===== config.mk =====
export PLATFORM = sky130hd
export DESIGN_NAME = b2_count_sequencer
export DESIGN_NICKNAME = d
export VERILOG_FILES = /design/src/rtl/b2_count_sequencer.sv
export SDC_FILE = /design/constraint.sdc
export NUM_CORES = 1
export LEC_CHECK = 0
export ABC_CLOCK_PERIOD_IN_PS = 2100
export CORE_AREA = 2 2 39 41
export DETAILED_ROUTE_END_ITERATION = 7
export DIE_AREA = 0 0 41 43
export PLACE_DENSITY_LB_ADDON = 0.15
export SYNTH_ARGS = -nofsm -noshare
export SYNTH_HDL_FRONTEND = slang
export SYNTH_SLANG_ARGS = --single-unit

===== constraint.sdc =====
create_clock -name clock -period 2.1 [get_ports clock]
set_input_delay 0.21 -clock clock [delete_from_list [all_inputs] [get_ports clock]]
set_output_delay 0.21 -clock clock [all_outputs]
set_load 0.01 [all_outputs]

===== src/rtl/b2_count_sequencer.sv =====
// Sequencer for a base-2 up-counter chain: accepts a count request over req/ack,
// clears the chain, enables it for exactly `limit` cycles, and flags inconsistencies.
module b2_count_sequencer #(
  parameter int unsigned N = 4
) (
  input  logic         clock,
  input  logic         reset,
  input  logic         req,
  input  logic [N-1:0] limit,
  output logic         ack,
  output logic         busy,
  output logic         cnt_clr,
  output logic         cnt_ei,
  input  logic [N-1:0] cnt_q,
  input  logic         cnt_eu,
  output logic         err
);

  typedef enum logic [2:0] {
    IDLE  = 3'd0,
    CLEAR = 3'd1,
    COUNT = 3'd2,
    DONE  = 3'd3,
    ERR   = 3'd4
  } state_t;

  state_t       state, state_d;
  logic [N-1:0] lim_r, lim_d;
  logic         first_r, first_d;
  logic         ack_d, busy_d, err_d;

  // State and registered outputs
  always_ff @(posedge clock) begin
    if (reset) begin
      state   <= IDLE;
      lim_r   <= '0;
      first_r <= 1'b0;
      ack     <= 1'b0;
      busy    <= 1'b0;
      err     <= 1'b0;
    end else begin
      state   <= state_d;
      lim_r   <= lim_d;
      first_r <= first_d;
      ack     <= ack_d;
      busy    <= busy_d;
      err     <= err_d;
    end
  end

  // Next-state logic; cnt_clr/cnt_ei are decoded straight from state
  always_comb begin
    state_d = state;
    lim_d   = lim_r;
    first_d = 1'b0;
    cnt_clr = 1'b0;
    cnt_ei  = 1'b0;

    case (state)
      IDLE: begin
        if (req) begin
          lim_d   = limit;
          state_d = CLEAR;
        end
      end
      CLEAR: begin
        cnt_clr = 1'b1;
        first_d = 1'b1;
        state_d = COUNT;
      end
      COUNT: begin
        cnt_ei = (cnt_q != lim_r);
        // Integrity faults take precedence over abort and completion
        if (first_r && (cnt_q != '0)) begin
          state_d = ERR;
        end else if (cnt_ei && cnt_eu) begin
          state_d = ERR;
        end else if (!req) begin
          state_d = IDLE;
        end else if (!cnt_ei) begin
          state_d = DONE;
        end
      end
      DONE: begin
        if (!req) begin
          state_d = IDLE;
        end
      end
      ERR: begin
        state_d = ERR;
      end
      default: begin
        state_d = IDLE;
      end
    endcase

    ack_d  = (state_d == DONE);
    busy_d = (state_d != IDLE);
    err_d  = err || (state_d == ERR);
  end

endmodule


==> impl_results.md <==
* TritonCTS buffer count at 3
* CP arrival at 1.70 ns
* Routed length per instance at 11.74 um
* Synthesized flop and latch total at 11
* Clk_lat worst skew at approximately 0.26 ns
* First-pass GRT wire length at between 1500 and 2000 um
* Largest area contributor in the netlist: dfxtp_1
* Clk sinks at 11
* Syn Area/Cell at about 9.5 um^2
* Share of cells above drive strength 1 at slightly above 9%
* Slew of the pin with the lowest slew margin at 0.4308 ns
* CP Capture Type: output pin
* Overall routing resource usage at about 17%
* Gate Count Post-Synth at 56
* Ant diodes at 0
* Die Span X at just over 40 um
* Final instance area at between 700 and 800 um^2
* WP data required at 1.89 ns
* Setup Viol. Count Final at 0
* Post-DP HPWL at approximately 800 um
* Ys Warns at 0
* Largest net degree at the start of global routing at 11
* Root Buffer: clkbuf_4
* Hold Path Class: reg -> reg
* CP Class: in -> out
* Buffers added on ports at 16
* Initial Utilization at 38.34%
* Vias in the first global route at between 400 and 500
* Final Hold Fails at 0
* Synth-to-Final Area Change at 38.92%
* Setup repair bufs after CTS at 0
* CTS max path bufs at 2
* Antenna Nets Post-Route at 0
* RePlAce Congestion at between 0.7 and 0.8
* Final nets at 89
* Die Footprint at between 0.0015 and 0.002 mm^2
* Max-cap violations at 0
* Pwr/cell area at roughly 650 mW/mm^2
* DRC violations left at 0
* Setup_tns at 0 ns
* Final period utilization at 90.90%
* Core area at around 0.0014 mm^2
* H-tree depth at 1
* Initial DRC count at 7
* Worst-path fanout max at 5
* Post-CTS Hold Buffers at 0
* Netlist Area Pre-Place at 530.5 um^2
* Area fraction of the dominant cell type after synthesis at a little over 40%
* Reg clk slew, reported paths at approximately 0.070 ns
* Fin crit period at between 1.5 and 2 ns
* IO Count at 17
* Max Slew Vio Count at 0
* Via-to-Cell Ratio at 5.141
* Floorplan row count at 14
* Crit start category: primary input
* Final WL at approximately 1100 um
* Fmax at between 500 and 600 MHz
* Number of distinct library cells after synthesis at 26
* Worst vdd ir at around 0.36 mV
* Largest cells by area after synthesis: dfxtp_1, mux2i_1, xnor2_1
* Run status: finished, final reports clean
* Grt ovf at 0
* Slew headroom at between 70% and 80%
* Placed Area at ~710 um^2
* Synth Net Count at 68
* Leakage at ~0.27 nW
* Initial antenna violation count at 0
* Vert. Die Dim at roughly 43 um
* PostCTS Resize Cnt at 0
* Via Count at between 400 and 500
* Setup Skew at around 0.0021 ns
* Drt pass-1 iters at 4
* RSZ-0062 raised after global routing: false
* TritonCTS clock tree: built
* Post-synthesis sequential area ratio at between 40% and 50%
==> cell families after synthesis <==
logic type / Yosys count / share of synthesized area [%]
xor+xnor: 4 / 6.603
flops: 11 / 41.51
buf+inv: 3 / 3.536
compound gates: 11 / 16.98
mux: 4 / 7.547
simple gates: 23 / 23.82
==> Yosys cell counts (all sizes together) <==
master	number
nand3	1
or2	1
o22ai	2
a211oi	1
nand4	1
a221o	1
nand2b	1
a21oi	2
inv	1
xnor2	4
o221ai	1
or4b	1
dfxtp	11
nand3b	1
nand2	5
nor4	1
nor3	1
o21a	1
a31o	1
nor2b	1
buf	1
clkbuf	1
o41a	1
a211o	1
mux2i	4
nor2	9
==> through the flow <==
step | utilization, % | power (mW) | std cells | setup WS [ns] | hold slack, ns
floorplan | - | 0.2950 | 56 | 0.6652 | 0.3572
global placement | 51.36 | 0.3421 | 88 | 0.2030 | 0.5029
detailed placement | 51.36 | 0.3429 | 88 | 0.1954 | 0.5089
CTS | 53.25 | 0.4882 | 92 | 0.1870 | 0.5314
global route | 53.25 | 0.5129 | 92 | 0.07283 | 0.5591
finish | 53.25 | 0.4785 | 92 | 0.1911 | 0.5201
==> placed cells by master (no fill, tap or decap), drive strengths merged <==
cell type / n
a21oi: 2
nor2: 9
a211oi: 1
a211o: 1
o22ai: 2
clkdlybuf4s50: 16
xnor2: 4
nor2b: 1
o41a: 1
or4b: 1
clkbuf: 4
or2: 1
nand4: 1
mux2i: 4
nand3: 1
a221o: 1
dfxtp: 11
o21a: 1
buf: 2
nand3b: 1
nand2: 5
nor4: 1
o221ai: 1
a31o: 1
nor3: 1
nand2b: 1
inv: 1
==> critical path, cell delays in order <==
cell	delay, ns
clkdlybuf4s50_1	0.50
xnor2_1	0.13
nand4_1	0.22
nand2_1	0.11
nor2_1	0.04
clkdlybuf4s50_1	0.48
==> final timing paths <==
kind         slack, ns     start  depth (start not counted)  endpoint
max               0.19  cnt_q[0]                          6    cnt_ei
min               0.52  lim_r[1]                          2  lim_r[1]
max reg2reg       0.57  state[2]                          3       ack
min reg2reg       0.52  lim_r[1]                          2  lim_r[1]
==> power breakdown <==
group	leakage, nW	internal, mW	switching, mW
clock	0.0150	0.0735	0.0679
combinational	0.170	0.0604	0.0423
sequential	0.0902	0.223	0.0116
total	0.275	0.357	0.122
==> sequential cells by signal (all words and copies together) (netlist names) <==
signal,cells
busy,1
state,3
first_r,1
err,1
lim_r,4
ack,1
==> final cells by class <==
type	count	area, um^2
Tap cell	16	20.02
Clock buffer	4	26.28
Sequential cell	11	220.2
Multi-Input combinational cell	42	291.5
Timing Repair Buffer	18	175.2
Inverter	1	3.754
Fill cell	149	646.9
==> layer usage <==
metal  track usage (%)  up-vias  share of wire (%)
li1                  -      241                  -
met1             20.33      208                 46
met2             24.38       20                 44
met3             3.141        4                8.1
met4             12.00        0                2.1
met5                 0        -                  0
No activity file was read; power rests on OpenSTA's default activity.
==> RTL change 1 (same flow settings) <==
Encoding of `state_t`: now one-hot (5 bits for 5 states).
--- a/src/rtl/b2_count_sequencer.sv
+++ b/src/rtl/b2_count_sequencer.sv
@@ -16,12 +16,12 @@
   output logic         err
 );
 
-  typedef enum logic [2:0] {
-    IDLE  = 3'd0,
-    CLEAR = 3'd1,
-    COUNT = 3'd2,
-    DONE  = 3'd3,
-    ERR   = 3'd4
+  typedef enum logic [4:0] {
+    IDLE  = 5'b00001,
+    CLEAR = 5'b00010,
+    COUNT = 5'b00100,
+    DONE  = 5'b01000,
+    ERR   = 5'b10000
   } state_t;
 
   state_t       state, state_d;
Formal check against the unedited RTL: same outputs for any inputs over 10 cycles, from zero or initial values and one cycle with reset high; not proved beyond that.
==> RTL change 1 against the unedited design <==
  * Die area did not move
  * Design area is 17% higher
  * Area after synthesis grew 17%
  * Sequential cell count increased by 2
  * Critical path depth down 1
  * Non-clock buffer count grew 5
  * Count of clock-buffer cells in the layout stayed put
  * Total power is 11% higher
  * Largest cell class unchanged
  * Global-route usage increased by 2.4 points
  * Routed wire length grew 25%
  * Setup slack got worse by 85 ps
==> RTL change 1: results (changes against the unedited design) <==
logic_synthesis:
  yosys-top-cells-count: "dfxtp_1 (13), nor2_1 (12), xor2_1 (6), mux2i_1 (4), nand3_1 (4)"  # was dfxtp_1 (11), nor2_1 (9), nand2_1 (5), mux2i_1 (4), xnor2_1 (4)
  syn-num-nets: 79  # was 68
  synth.area.top_cells: "dfxtp_1 (42%), xor2_1 (8.5%), nor2_1 (7.2%)"  # was dfxtp_1 (42%), mux2i_1 (7.5%), xnor2_1 (6.6%)
finish:
  fillers: 131  # was 149
  final_layout_size_suffix_gt1_share_pct: 15.4  # was 9.21%
  nNetsFinal: 104  # was 89
  largest_registers: "state x5, lim_r x4"  # was lim_r x4, state x3
global_route:
  grtUsageMet1_pct: 22.0  # was 20.3%
  grtUsageTotal_pct: 19.0  # was 16.6%
  use_met2_pct: 28.4  # was 24.4%
  grt_pass1_wl_mm: 2.25  # was 1.91 mm
  grt_util_met3_pct: 8.90  # was 3.14%
  grt_max_degree: 12  # was 11
  grt_pass1_vias: 558  # was 474
worst_setup_path:
  r2r-end: "state[3]$_SDFF_PP0_"  # was ack$_SDFF_PP0_
  critical_path_peak_fanout: 2  # was 5
  r2r_start: "lim_r[1]$_SDFFE_PP0P_"  # was state[2]$_SDFF_PP0_
  critical_path_arrival_ps: 1780  # was 1700 ps
  reg2reg_slack_ps: 550  # was 570 ps
  rr_worst_depth: 5  # was 3
route:
  dr.pass1.iters: 4  # unchanged
  avgRoutedWirePerCell_um: 12.6  # was 11.7 um
  drt_iter0_markers: 11  # was 7
place:
  finalWeightedCongestion: 0.787  # was 0.791
  dpl_worst_slack_ps: -86.7  # was 195 ps
  dp_hpwl_um: 978  # was 819 um
  placed_cell_area_um2: 836  # was 711 um2
worst_hold_path:
  hp-start: "err$_SDFF_PP0_"  # was lim_r[1]$_SDFFE_PP0P_
  hold_end: "err$_SDFF_PP0_"  # was lim_r[1]$_SDFFE_PP0P_
timing:
  skew_ps: 1.17  # was 2.09 ps
  period_needed_ps: 1990  # was 1910 ps
  slew_headroom_pct: 66.3  # was 71.1%
run_status:
  status: "completed"  # unchanged
pwr:
  ir_drop_mv: 0.332  # was 0.357 mV
  powerDensity_mw_per_mm2: 616  # was 649 mW/mm2
clock_network:
  insertion_delay_ps: 280  # was 260 ps
-- RTL change 1: worst max path at each step --
stage                          startpoint       to  cells past startpoint
floorplan           lim_r[1]$_SDFFE_PP0P_   cnt_ei                      3
global placement                 cnt_q[1]   cnt_ei                      5
detailed placement               cnt_q[1]   cnt_ei                      5
CTS                              cnt_q[1]   cnt_ei                      5
global route          state[2]$_SDFF_PP0_  cnt_clr                      4
finish                           cnt_q[1]   cnt_ei                      5
-- RTL change 1: layer usage --
layer / vias to the layer above / part of all wire (%)
met5: - / 0
met4: 0 / 1.2
met3: 2 / 7.0
met2: 18 / 49
met1: 266 / 43
li1: 289 / -
-- RTL change 1: critical path, stage by stage --
cell	delay (ps)
clkdlybuf4s50_1	440
xor2_1	170
or4_4	540
nor2b_1	150
dlygate4sd2_1	280
-- RTL change 1: timing repair --
action	in CTS	in global routing
setup buffers	0	0
gates resized for setup	1	0
setup endpoints to repair	1	0
-- RTL change 1: layout make-up --
class	count	area share [%]
Multi-Input combinational cell	49	39.0
Sequential cell	13	30.2
Timing Repair Buffer	23	24.6
Clock buffer	4	3.05
Inverter	2	0.872
Tap cell	16	2.33
-- RTL change 1: report_power, final --
| part | internal [mW] | switching [mW] | leakage, nW | total (mW) |
|---|---|---|---|---|
| Clock | 0.0739 | 0.0837 | 0.0150 | 0.158 |
| Combinational | 0.0577 | 0.0446 | 0.249 | 0.102 |
| Sequential | 0.260 | 0.0107 | 0.106 | 0.271 |
| Total | 0.391 | 0.139 | 0.370 | 0.530 |
-- RTL change 1: kinds of logic (layout without fill, tap and decap cells) --
family                 after synthesis  after routing  synth area share [%]
AND/OR/NAND/NOR                     27             27                  23.7
multiplexers                         4              4                  6.44
XOR/XNOR                             6              6                  8.45
flip-flops                          13             13                  41.9
buffers and inverters                5             29                  4.22
AO/OA/AOI/OAI                       12             12                  15.3
-- RTL change 1: stage by stage --
stage          TNS (ps)  instances  hold WS (ps)
3_3_place_gp      -70.2        103           458
4_1_cts               0        107           478
6_report              0        107           472
3_5_place_dp      -86.7        103           456
2_1_floorplan         0         67           339
5_1_grt               0        107           490
==> RTL change 2 (config.mk and constraints unchanged) <==
Without the edit above. Change the parameter `N` from 4 to 2.
--- a/src/rtl/b2_count_sequencer.sv
+++ b/src/rtl/b2_count_sequencer.sv
@@ -1,7 +1,7 @@
 // Sequencer for a base-2 up-counter chain: accepts a count request over req/ack,
 // clears the chain, enables it for exactly `limit` cycles, and flags inconsistencies.
 module b2_count_sequencer #(
-  parameter int unsigned N = 4
+  parameter int unsigned N = 2
 ) (
   input  logic         clock,
   input  logic         reset,
Ports: changed (resized cnt_q and limit); port bits go from 17 to 13. The function was not compared with the original's and may differ.
==> RTL change 2 against the unedited design <==
  * Clock power down 8%
  * Sequential share of layout area grew 0.12 points
  * Design area is 19% lower
  * Non-clock buffer count fell by 6
  * Setup slack worse by 72 ps
  * Total power down 16%
  * Routed wire length shrank 21%
  * Sequential cell count fell by 2
  * Area after synthesis down 17%
==> RTL change 2: results (changes against the unedited design) <==
run_status:
  status: "completed"  # unchanged
finish:
  nNetsFinal: 77  # was 89
  largest_registers: "state x3, lim_r x2"  # was lim_r x4, state x3
  fillers: 161  # was 149
  instances_no_fill: 84  # was 92
  final_layout_size_suffix_gt1_share_pct: 8.82  # was 9.21%
route:
  drt_iter0_markers: 3  # was 7
  vias: 410  # was 473
  avgRoutedWirePerCell_um: 10.1  # was 11.7 um
  dr.pass1.iters: 2  # was 4
logic_synthesis:
  synth-compound-area-share_pct: 17.0  # about the same
  synth_xor_area_share_pct: 1.98  # was 6.60%
  syn-num-nets: 61  # was 68
  synth_edf_count: 0  # unchanged
  synthDistinctLibCells: 23  # was 26
  synth.area.top_cells: "dfxtp_1 (41%), nor2_1 (5.9%), nor2b_1 (5.7%)"  # was dfxtp_1 (42%), mux2i_1 (7.5%), xnor2_1 (6.6%)
  synthMuxAreaShare_pct: 4.53  # was 7.55%
  async_flop_share_pct: 0  # unchanged
  yosys-top-cells-count: "dfxtp_1 (9), nor2_1 (7), inv_1 (6), o21ai_0 (5), nor2b_1 (4)"  # was dfxtp_1 (11), nor2_1 (9), nand2_1 (5), mux2i_1 (4), xnor2_1 (4)
  seq_area_frac_synth_pct: 40.8  # was 41.5%
  syn_avg_cell_area_um2: 8.33  # was 9.47 um2
global_route:
  grt_pass1_wl_mm: 1.50  # was 1.91 mm
  grt_max_degree: 9  # was 11
  grtUsageTotal_pct: 13.2  # was 16.6%
  grt_pass1_vias: 360  # was 474
pwr:
  p_leak_nw: 0.235  # was 0.275 nW
  ir_drop_mv: 0.420  # was 0.357 mV
  powerDensity_mw_per_mm2: 671  # was 649 mW/mm2
place:
  dpl_worst_slack_ps: 122  # was 195 ps
  dp_hpwl_um: 683  # was 819 um
  dp_cells: 80  # was 88
  placed_cell_area_um2: 574  # was 711 um2
  finalWeightedCongestion: 0.694  # was 0.791
  place.port_buffers: 12  # was 16
timing:
  skew_ps: 0.364  # was 2.09 ps
  tightest_slew_ps: 397  # was 431 ps
worst_setup_path:
  critical_path_arrival_ps: 1770  # was 1700 ps
  cp_slowest_stage_delay_ps: 580  # was 500 ps
  start_kind: "input port"  # unchanged
  crit_start: "cnt_q[1]"  # was cnt_q[0]
worst_hold_path:
  hp-start: "err$_SDFF_PP0_"  # was lim_r[1]$_SDFFE_PP0P_
RTL change 2: cell count changes after synthesis, sizes merged, moves of 3 or more:
cell   unedited run  this run
inv               1         6
nor2b             1         4
xnor2             4         0
nand2             5         2
o21ai             0         6
RTL change 2: final timing paths:
kind / slack (ps) / cells after the start / endpoint
max reg2reg: 670 / 4 / busy$_SDFF_PP0_
min: 460 / 2 / err$_SDFF_PP0_
min reg2reg: 460 / 2 / err$_SDFF_PP0_
max: 120 / 5 / cnt_ei
RTL change 2: cell families (layout without fill, tap and decap cells):
| logic type | count (synthesis) | count (layout) |
|---|---|---|
| compound gates | 12 | 12 |
| buf+inv | 7 | 22 |
| flops | 9 | 9 |
| xor+xnor | 1 | 1 |
| simple gates | 22 | 22 |
| mux | 2 | 2 |
RTL change 2: power breakdown:
group	total [mW]	switching, mW	internal, mW
clock	0.130	0.0571	0.0730
sequential	0.195	0.0121	0.183
combinational	0.0773	0.0323	0.0450
RTL change 2: worst register-to-register path: cells and delay by family (launching register included):
kind,cells,cell delay (ps)
AND/OR/NAND/NOR,2,540
flip-flops,1,470
AO/OA/AOI/OAI,2,350
RTL change 2: cell type report:
type | instances | area share, %
Tap cell | 16 | 3.33
Clock buffer | 4 | 4.38
Multi-Input combinational cell | 37 | 38.5
Inverter | 6 | 3.75
Timing Repair Buffer | 12 | 20.0
Sequential cell | 9 | 30.0
RTL change 2: per-layer routing:
metal	vias up	track usage, %	routed length, um
li1	219	-	-
met1	182	15.6	406
met2	9	18.4	399
met3	0	7.85	46
met4	0	6.00	0
met5	-	0	0
